--- config.mk ---
export PLATFORM = sky130hd
export DESIGN_NAME = shift165_reader
export DESIGN_NICKNAME = d
export VERILOG_FILES = /design/src/rtl/shift165_reader.sv
export SDC_FILE = /design/constraint.sdc
export NUM_CORES = 1
export LEC_CHECK = 0
export BUFFER_PORTS_ARGS = -buffer_cell sky130_fd_sc_hd__buf_2
export CORE_MARGIN = 8
export CORE_UTILIZATION = 59
export DETAILED_ROUTE_END_ITERATION = 10
export PLACE_DENSITY_LB_ADDON = 0.25
export RECOVER_POWER = 50
export SLEW_MARGIN = 20
export SYNTH_ARGS = -nofsm -noshare
export SYNTH_HDL_FRONTEND = slang
export SYNTH_SLANG_ARGS = --single-unit
export TNS_END_PERCENT = 30
--- constraint.sdc ---
create_clock -name clk -period 3.3 [get_ports clk]
set_input_delay 0.165 -clock clk [delete_from_list [all_inputs] [get_ports clk]]
set_output_delay 0.165 -clock clk [all_outputs]
set_load 0.02 [all_outputs]
--- src/rtl/shift165_reader.sv ---
// Serial reader for a chain of 74HC165 shift registers: pulses shld for one
// cycle, gates WIDTH shift clocks via clk_inh, then offers the frame on valid/ready.
module shift165_reader #(
  parameter int WIDTH = 8,
  parameter int CONT  = 0
) (
  input  logic             clk,
  input  logic             rst,
  input  logic             start,
  input  logic             qh,
  output logic             shld,
  output logic             clk_inh,
  output logic [WIDTH-1:0] out_data,
  output logic             out_valid,
  input  logic             out_ready,
  output logic             busy
);

  localparam int CW = $clog2(WIDTH) + 1;

  typedef enum logic [1:0] {IDLE, LOAD, SHIFT, HOLD} state_t;

  state_t           state_q, state_d;
  logic [CW-1:0]    cnt_q, cnt_d;
  logic [WIDTH-1:0] cap_q, cap_d;
  logic [WIDTH-1:0] data_q, data_d;
  logic             valid_q, valid_d;
  logic             shld_q, shld_d;
  logic             inh_q, inh_d;
  logic             busy_q, busy_d;
  logic [WIDTH-1:0] shifted;

  always_comb begin
    state_d = state_q;
    cnt_d   = cnt_q;
    cap_d   = cap_q;
    data_d  = data_q;
    valid_d = valid_q;
    // The 165 shifts on the same edge we sample, so qh is the bit on the pin now.
    shifted = (cap_q << 1) | WIDTH'(qh);

    case (state_q)
      IDLE: begin
        if (start || (CONT != 0)) state_d = LOAD;
      end
      LOAD: begin
        state_d = SHIFT;
        cnt_d   = '0;
      end
      SHIFT: begin
        cap_d = shifted;
        cnt_d = cnt_q + CW'(1);
        if (cnt_q == CW'(WIDTH - 1)) begin
          data_d  = shifted;
          valid_d = 1'b1;
          state_d = HOLD;
        end
      end
      HOLD: begin
        if (valid_q && out_ready) begin
          valid_d = 1'b0;
          state_d = (start || (CONT != 0)) ? LOAD : IDLE;
        end
      end
      default: state_d = IDLE;
    endcase

    // Pin controls are decoded from the next state so they are registered yet
    // line up with the state they belong to.
    shld_d = (state_d != LOAD);
    inh_d  = (state_d != SHIFT);
    busy_d = (state_d != IDLE);
  end

  always_ff @(posedge clk or posedge rst) begin
    if (rst) begin
      state_q <= IDLE;
      cnt_q   <= '0;
      cap_q   <= '0;
      data_q  <= '0;
      valid_q <= 1'b0;
      shld_q  <= 1'b1;
      inh_q   <= 1'b1;
      busy_q  <= 1'b0;
    end else begin
      state_q <= state_d;
      cnt_q   <= cnt_d;
      cap_q   <= cap_d;
      data_q  <= data_d;
      valid_q <= valid_d;
      shld_q  <= shld_d;
      inh_q   <= inh_d;
      busy_q  <= busy_d;
    end
  end

  assign shld      = shld_q;
  assign clk_inh   = inh_q;
  assign out_data  = data_q;
  assign out_valid = valid_q;
  assign busy      = busy_q;

endmodule
==> results.md, run 1 <==
- PwrDens: 820 nW/um^2
- Nature of the critical path startpoint: flop
- FF-to-FF setup slack: 1.27 ns
- Slew @ Worst Pin: 0.914 ns
- Gr usage total: 0.124
- H-Tree Depth: 1
- Post-CTS Hold Buffers: 0
- Drt wl/cell: 13.6 um
- Max frequency: 0.492 GHz
- CP endpoint kind: flop
- Post-synth EDFFs: 0
- Top FF cell, synth: dfrtp_1
- Maximum VDD drop: 0.000501 V
- Clock sink count: 25
- Vias: 809
- Synth top area cells: dfrtp_1 48%, nand2_1 7.8%, mux2_2 6.6%
- Syn nets: 115
- Critical path required time: 3.56 ns
- Placer Congestion: 0.956
- Setup bufs post-CTS: 0
- Inserted Clock Buffers: 3
- # port buffers: 16
- Worst min-delay path class: in2async
- ANT cells: 0
- DP HPWL: 1.50 mm
- Syn_area_per_cell: 11.3 um^2
- Cell Area, Synth: 1200 um^2
- Sequential share of the synthesized area: 0.525
- Starting Density: 0.616
- FFs w/ async S/R, synth: 1.00
- Status: completed
- Setup CP Type: reg2reg
- Initial antenna violation count: 0
- Max_cap viols: 0
- WP data arrival: 2.30 ns
- Global-route wire length before repair: 3.40 mm
- Post-Layout Cell Count: 150
- CTS clk-pin slew, worst paths: 0.14 ns
- Syn. warnings: 0
- DR vias/cell: 5.39
- Post-synthesis cell count: 106
- Post-layout nets: 133
- Setup TNS: 0 ns
- Worst-skew pair later-pin latency: 0.32 ns
- Fin. Hold Viols: 0
- Crit-path max FO: 16
- Largest net degree at the start of global routing: 26
- Full die area: 3720 um^2
- Clock Tree Buf Depth: 2
- Area growth from synthesis to layout: 8.58%
- Placed cell area: 1280 um^2
- Final Cycle Share: 0.616
- Vias in the first global route: 760
- Placed instance count: 146
- Antenna-violating nets left: 0
- Area share of the largest cell type after synthesis: 0.481
- Overflow after GRT: 0
- Relative slew margins: 0.390
- Die width: 61.0 um
- Crit path time final: 2.03 ns
- Layout cells sized above 1: 0.236
- Setup Skew: 0.00593 ns
- Final setup vio count: 0
- Fin area: 1300 um^2
- Row cnt: 16
- Post_cts resized: 0
- Final Max Tran Viols: 0
- CTS root buf: clkbuf_4
- DRT Pass-1 Iters: 4
- Cell taking the most area after synthesis: dfrtp_1
- CTS tree: done
- Most common cell in the synthesized netlist: nand2_1
- RSZ-0062 raised after global routing: no
- Yosys reg bits: 25
- Post-route DRC: 0
- P_leak: 0.000647 uW
- Total Wirelength: 2.03 mm
- Die height: 61.0 um
- Core Region: 1940 um^2
- Commonest cells post-synth: 25 x nand2_1, 23 x dfrtp_1, 7 x inv_1, 7 x mux2_2
- IO Count: 17
- Drt initial violations: 10
- Synth unique cells: 31
-- state kept, by name (all words and copies together) (netlist names) --
name	count
busy	1
cap_q	7
clk_inh	1
cnt_q	4
out_data	8
out_valid	1
shld	1
state_q	2
-- per-stage QoR --
stage               utilization  setup slack (ns)  hold WS, ns  power, uW
floorplan                     -              1.86        0.191        861
global placement          0.657              1.37        0.386        918
detailed placement        0.657              1.30        0.376        935
CTS                       0.673              1.27       0.0448       1070
global route              0.669              1.13       0.0526       1140
finish                    0.669              1.27       0.0181       1060
-- where the power goes --
part	internal [uW]	total [uW]	switching (uW)
clock network	46.3	139	92.2
registers	405	482	76.9
logic	207	444	237
-- logic make-up (layout without fill, tap and decap cells) --
family / Yosys count / after routing / share of synthesized area
and+or+nand+nor: 43 / 43 / 0.194
DFF: 25 / 25 / 0.525
AOI/OAI and AO/OA: 15 / 15 / 0.107
buffers and inverters: 10 / 27 / 0.0502
muxes: 9 / 9 / 0.0826
adders and majority gates: 4 / 4 / 0.0418
-- critical path, cell delays in order (launching register included) --
cell	delay, ns
dfrtp_1	0.47
inv_1	0.13
ha_1	0.60
and4b_4	0.43
o21ai_1	0.11
a2bb2o_2	0.25
-- cell usage in the layout, fill, tap and decap left out, types with 2 or more instances in the layout --
cell type,instances
o2bb2ai_1,4
dfstp_2,2
mux2_2,7
ha_1,4
buf_2,10
nor4_1,2
nor2_1,2
nor3_1,3
dfrtp_1,23
a21oi_1,2
nand2_1,25
inv_1,7
nand2b_1,2
mux2i_1,2
clkbuf_4,3
clkbuf_1,6
o21ai_1,2
-- path summary, 6_finish.rpt --
check / from / end / cells past startpoint
min reg2reg: out_data[6] / out_data[6] / 2
max: state_q[0] / shld / 5
min: rst / cap_q[6] / 2
min in group clk: qh / out_data[0] / 3
max in group asynchronous: rst / cnt_q[3] / 2
max reg2reg: state_q[0] / shld / 5
-- final cells by class --
type	instances	area, um^2
sequential	25	628
fill	159	643
multi-input combinational	71	508
timing repair buffer	16	72.6
inverter	7	26.3
clock inverter	1	7.51
clock buffer	3	22.5
tap	27	33.8
-- layer usage --
layer	track usage	up-vias	wire [um]
li1	-	402	-
met4	0.0698	0	53
met2	0.196	16	933
met3	0.0271	7	114
met1	0.152	384	932
met5	0	-	0
(Power assumes the default switching activity.)
==> run 2, diff against run 1 <==
- CORE_UTILIZATION: 59 -> 49
- clock period: 3.3 -> 1.8 ns (I/O delays scaled with it)
==> run 2 against run 1 <==
Effect of this change: combinational power rose by 90%; power rose by 86%; routed wire length rose by 3.8%; highest routed layer unchanged; critical path depth did not move; non-clock buffer count rose by 5.
==> results.md, run 2 (synthesis results as in run 1) <==
- Commonest non-fill, non-tap cells in the layout: 25 x nand2_1, 23 x dfrtp_1, 10 x buf_2
- Commonest non-fill, non-tap cell in the layout: nand2_1
- Setup TNS: 0 ns (unchanged)
- CTS clk-pin slew, worst paths: 0.14 ns (about the same)
- Setup CP Type: reg2reg
- WP data arrival: 1.90 ns (-0.40 ns)
- Vias in the first global route: 835 (+9.9%)
- Status: completed
- Slew @ Worst Pin: 0.812 ns (-0.102 ns)
- Initial antenna violation count: 0 (unchanged)
- Gr usage total: 0.108 (-0.0158)
- CP endpoint kind: flop
- Final Max Tran Viols: 0 (unchanged)
- Critical R2R Capture: clk_inh
- # port buffers: 16 (unchanged)
- Worst-skew pair later-pin latency: 0.32 ns (about the same)
- DRT Pass-1 Iters: 4 (unchanged)
- Register-to-Register Path Depth: 5 (unchanged)
- DR vias/cell: 5.35 (-0.84%)
- Final Cycle Share: 0.917 (+0.301)
- Post-layout nets: 138 (+3.8%)
- Crit-path max FO: 7 (-9)
- Relative slew margins: 0.459 (+0.0690)
- DP HPWL: 1.60 mm (+6.8%)
- CTS root buf: clkbuf_4
- Global-route wire length before repair: 3.68 mm (+8.1%)
- ANT cells: 0 (unchanged)
- Largest net degree at the start of global routing: 16 (-38%)
- IO Count: 17 (unchanged)
- Util after Layout: 0.563 (-0.106)
- Placer Congestion: 0.979 (+2.5%)
- Post-Layout Cell Count: 158 (+5.3%)
- Crit path time final: 1.65 ns (-0.383 ns)
- FF-to-FF setup slack: 0.15 ns (-1.12 ns)
- Area growth from synthesis to layout: 12.3%
- Row cnt: 18 (+2)
- Nature of the critical path startpoint: flop
- Setup bufs post-CTS: 0 (unchanged)
- Critical path endpoint: clk_inh
- H-Tree Depth: 1 (unchanged)
- Max frequency: 0.606 GHz (+23%)
- Setup crit start: state_q[1]
- Antenna-violating nets left: 0 (unchanged)
- Final setup vio count: 0 (unchanged)
- Die height: 65.4 um (+7.2%)
- R2r startpoint: state_q[1]
- Vias: 845 (+4.4%)
- RSZ-0062 raised after global routing: no
- Setup Skew: 0.00811 ns (+0.00219 ns)
- Starting Density: 0.501 (-0.115)
- Inserted Clock Buffers: 3 (unchanged)
- PwrDens: 1480 nW/um^2 (+80%)
- Full die area: 4280 um^2 (+15%)
- Critical path required time: 2.05 ns (-1.51 ns)
- Number of flip-flops in the largest register: 8 (unchanged)
- Die width: 65.4 um (+7.2%)
- Drt initial violations: 28 (+18)
- Maximum VDD drop: 0.000720 V (+44%)
- P_leak: 0.000662 uW (+2.4%)
- Placed instance count: 152 (+4.1%)
- Clock sink count: 25 (unchanged)
- Total design power: 1980 uW (+86%)
- Post-route DRC: 0 (unchanged)
- Layout cells sized above 1: 0.250 (+0.0142)
- Clock Tree Buf Depth: 2 (unchanged)
- Total Wirelength: 2.11 mm (+3.8%)
- Core Region: 2390 um^2 (+23%)
- Overflow after GRT: 0 (unchanged)
- Worst min-delay path class: in2reg
- Fin. Hold Viols: 0 (unchanged)
- CTS tree: done
- Max_cap viols: 0 (unchanged)
- Drt wl/cell: 13.4 um (-1.5%)
[run 2: critical path, cell delays in order (launching register included)]
cell     delay, ns
dfrtp_1       0.49
inv_1         0.13
ha_1          0.28
or3b_1        0.39
o41ai_2       0.21
a21oi_1       0.08
[run 2: area by class of cell]
type                       instances  area [um^2]
clock buffer                       3         22.5
clock inverter                     1         7.51
tap                               30         37.5
inverter                           7         26.3
timing repair buffer              21          111
fill                             215         1040
multi-input combinational         71          510
sequential                        25          628
[run 2: per-layer routing]
metal  global-route usage  wire length (um)
met1                0.133              1000
met2                0.172               948
met3               0.0323               134
met4               0.0436                25
met5                    0                 0
[run 2: worst min-delay path by stage]
stage | from | end | slack, ns | depth (start not counted)
2_1_floorplan | rst | busy | 0.12 | 1
3_3_place_gp | rst | out_data[4] | 0.08 | 2
3_5_place_dp | rst | out_data[2] | 0.09 | 2
4_1_cts | out_ready | out_valid | 0.09 | 3
5_1_grt | out_ready | out_valid | 0.11 | 3
6_report | out_ready | out_valid | 0.10 | 3
[run 2: repair_timing]
| item | 4_1_cts | 5_1_grt |
|---|---|---|
| hold buffers | 2 | 0 |
| setup endpoints to repair | 0 | 1 |
| hold endpoints to repair | 11 | 0 |
| resized for setup | 0 | 1 |
[run 2: stage by stage]
stage                     worst slack, ns  cell area [um^2]  hold WS, ns
after floorplan                     0.364              1200        0.116
after global placement              0.208              1300       0.0828
after detailed placement            0.147              1300       0.0926
after CTS                           0.118              1350       0.0912
after global routing               0.0205              1340        0.114
final                               0.150              1340        0.100
[run 2: power by group]
| part | internal (uW) | total, uW | switching [uW] | leakage [uW] |
|---|---|---|---|---|
| registers | 743 | 881 | 138 | 0.000310 |
| clock network | 84.7 | 260 | 175 | 0.0000139 |
| logic | 402 | 843 | 441 | 0.000338 |
| total | 1230 | 1980 | 754 | 0.000662 |
==> run 3, diff against run 2 <==
- ABC_AREA: not set -> 1
==> run 3 against run 2 <==
Effect of this change: area after synthesis decreased by 5.1%; register-to-register slack improved by 0.20 ns; sequential share of layout area increased by 2.4 points; largest cell class unchanged; non-clock buffer count stayed put; via count is 0.36% lower.
==> results.md, run 3 <==
- Worst Hold Path EP: shld
- Overflow after GRT: 0 (unchanged)
- Starting Density: 0.513 (+0.0120)
- DR vias/cell: 4.87 (-9.0%)
- CTS root buf: clkbuf_4
- Gr usage total: 0.109 (+0.00106)
- Max_cap viols: 0 (unchanged)
- Synth top area cells: dfrtp_1 51%, nand2_1 8.3%, inv_1 5.0%
- Post-synthesis cell count: 123 (+16%)
- Setup bufs post-CTS: 0 (unchanged)
- ANT cells: 0 (unchanged)
- Top FF cell, synth: dfrtp_1
- H-Tree Depth: 1 (unchanged)
- Register-to-Register Path Depth: 7 (+2)
- Critical path required time: 2.01 ns (-0.04 ns)
- DRT Pass-1 Iters: 3 (-1)
- Max frequency: 0.690 GHz (+14%)
- Clock sink count: 25 (unchanged)
- Row cnt: 17 (-1)
- Area of the multi-input gates: 409 um^2 (-20%)
- Crit-path max FO: 17 (+10)
- Global-route wire length before repair: 3.44 mm (-6.6%)
- Worst min-delay path class: in2reg
- Full die area: 4110 um^2 (-3.9%)
- FF-to-FF setup slack: 0.35 ns (+0.20 ns)
- Setup TNS: 0 ns (unchanged)
- Cell taking the most area after synthesis: dfrtp_1
- Hold path cells: 4 (+1)
- Critical R2R Capture: out_valid
- Clock Power Share: 0.110 (-0.021)
- Placed instance count: 167 (+9.9%)
- Largest net degree at the start of global routing: 18 (+2)
- Slew @ Worst Pin: 0.793 ns (-0.0184 ns)
- Hold Path Origin: start
- CTS tree: done
- Worst-skew pair later-pin latency: 0.31 ns (about the same)
- Most common cell in the synthesized netlist: nand2_1
- Final Max Tran Viols: 0 (unchanged)
- Crit path time final: 1.45 ns (-0.201 ns)
- Storage element area: 628 um^2 (unchanged)
- P_sw: 983 uW (+30%)
- Switching Fraction: 0.440 (+0.0596)
- Reg power frac: 0.425 (-0.019)
- Internal power: 1250 uW (+1.9%)
- Layout cells sized above 1: 0.179 (-0.0707)
- P_leak: 0.000645 uW (-2.6%)
- Initial antenna violation count: 0 (unchanged)
- Post-layout nets: 155 (+12%)
- Commonest non-fill, non-tap cell in the layout: nand2_1
- Clock Tree Buf Depth: 2 (unchanged)
- Inserted Clock Buffers: 3 (unchanged)
- WP data arrival: 1.66 ns (-0.24 ns)
- # port buffers: 16 (unchanged)
- Number of flip-flops in the largest register: 8 (unchanged)
- Vias: 842 (-0.36%)
- Syn nets: 132 (+15%)
- Commonest cells post-synth: 25 x nand2_1, 23 x dfrtp_1, 15 x inv_1, 11 x nand3_1, 11 x o21ai_0
- Fillers: 208 (-3.3%)
- PwrDens: 1750 nW/um^2 (+19%)
- Drt initial violations: 23 (-18%)
- Final setup vio count: 0 (unchanged)
- Logic pwr share: 0.465 (+0.040)
- Fin. Hold Viols: 0 (unchanged)
- Post-Layout Cell Count: 173 (+9.5%)
- IO Count: 17 (unchanged)
- CP endpoint kind: flop
- FFs w/ async S/R, synth: 1.00 (unchanged)
- Relative slew margins: 0.471 (+0.0123)
- Post-route DRC: 0 (unchanged)
- Antenna-violating nets left: 0 (unchanged)
- Cell Area, Synth: 1130 um^2 (-5.1%)
- Sequential share of the synthesized area: 0.553 (+0.0284)
- Commonest non-fill, non-tap cells in the layout: 25 x nand2_1, 23 x dfrtp_1, 15 x inv_1
- Maximum VDD drop: 0.000851 V (+18%)
- Status: completed
- Vias in the first global route: 823 (-1.4%)
- DP HPWL: 1.67 mm (+4.3%)
- Synth unique cells: 17 (-45%)
- R2r startpoint: state_q[0]
- Area share of the largest cell type after synthesis: 0.507 (+0.0260)
- Util after Layout: 0.577 (+0.0146)
- Nature of the critical path startpoint: flop
- Syn_area_per_cell: 9.23 um^2 (-18%)
- Setup crit start: state_q[0]
- Yosys reg bits: 25 (unchanged)
- Post-synth EDFFs: 0 (unchanged)
- Syn. warnings: 0 (unchanged)
- Area growth from synthesis to layout: 12.6%
- Die width: 64.1 um (-2.0%)
- Setup Skew: 0.00583 ns (-0.00229 ns)
- Final Cycle Share: 0.805 (-0.112)
- RSZ-0062 raised after global routing: no
- Die height: 64.1 um (-2.0%)
- Drt wl/cell: 12.3 um (-7.5%)
- Total Wirelength: 2.14 mm (+1.2%)
- Post-CTS Hold Buffers: 2 (unchanged)
- Post_cts resized: 0 (unchanged)
- CTS clk-pin slew, worst paths: 0.13 ns (about the same)
- Placer Congestion: 0.853 (-13%)
- Core Region: 2210 um^2 (-7.3%)
- Setup CP Type: reg2reg
==> run 3: cell types whose count changed after synthesis, sizes merged, moves of 2 or more <==
cell	previous run	this run
o21ai	3	11
nor4	2	0
a21oi	2	10
inv	7	18
nand3	1	12
o2bb2ai	4	0
nor2	2	13
nand2b	2	0
mux2	7	0
mux2i	2	0
==> run 3: how the worst max path moves through the flow <==
stage / slack [ns] / endpoint / depth (start not counted)
3_5_place_dp: 0.37 / out_valid / 7
4_1_cts: 0.35 / out_valid / 7
2_1_floorplan: 0.53 / busy / 7
3_3_place_gp: 0.41 / out_valid / 7
5_1_grt: 0.19 / out_valid / 7
6_report: 0.35 / out_valid / 7
==> run 3: cell families after synthesis <==
logic type | after synthesis | synth area share
AO/OA/AOI/OAI | 21 | 0.0992
AND/OR/NAND/NOR | 52 | 0.217
flip-flops | 25 | 0.553
adder cells (fa/ha/maj) | 4 | 0.0441
buffers and inverters | 21 | 0.0860
==> run 3: area by class of cell <==
cell class	instances	share of cell area
Multi-Input combinational cell	77	0.320
Inverter	18	0.0529
Timing Repair Buffer	21	0.0872
Tap cell	28	0.0274
Sequential cell	25	0.492
Clock buffer	4	0.0206
==> run 3: per-stage QoR <==
step           setup slack [ns]  hold WS (ns)  power [uW]  area, um^2
2_1_floorplan             0.527         0.116        1720        1130
3_3_place_gp              0.412        0.0873        1980        1240
3_5_place_dp              0.372         0.102        2030        1240
4_1_cts                   0.349        0.0500        2290        1290
5_1_grt                   0.191        0.0805        2440        1280
6_report                  0.351        0.0669        2240        1280
==> run 3: layer usage <==
layer | track usage | share of wire | up-vias
met3 | 0.0296 | 0.033 | 4
met4 | 0.0736 | 0.024 | 0
met1 | 0.100 | 0.41 | 393
met2 | 0.203 | 0.54 | 12
li1 | - | - | 433
met5 | 0 | 0 | -
==> run 3: power groups by stage <==
stage	clock network, uW	registers [uW]	logic, uW
final	246	950	1040
after global routing	281	979	1170
after CTS	260	952	1080
after detailed placement	0	966	1070
after global placement	0	953	1030
after floorplan	0	1090	625
==> run 3: critical path, stage by stage, from the launching register on <==
cell and delay, ns:
dfrtp_1 0.41, inv_1 0.15, ha_1 0.23, inv_2 0.08, nor2_8 0.25, nand2_1 0.08
nand3_1 0.07, o21ai_0 0.08
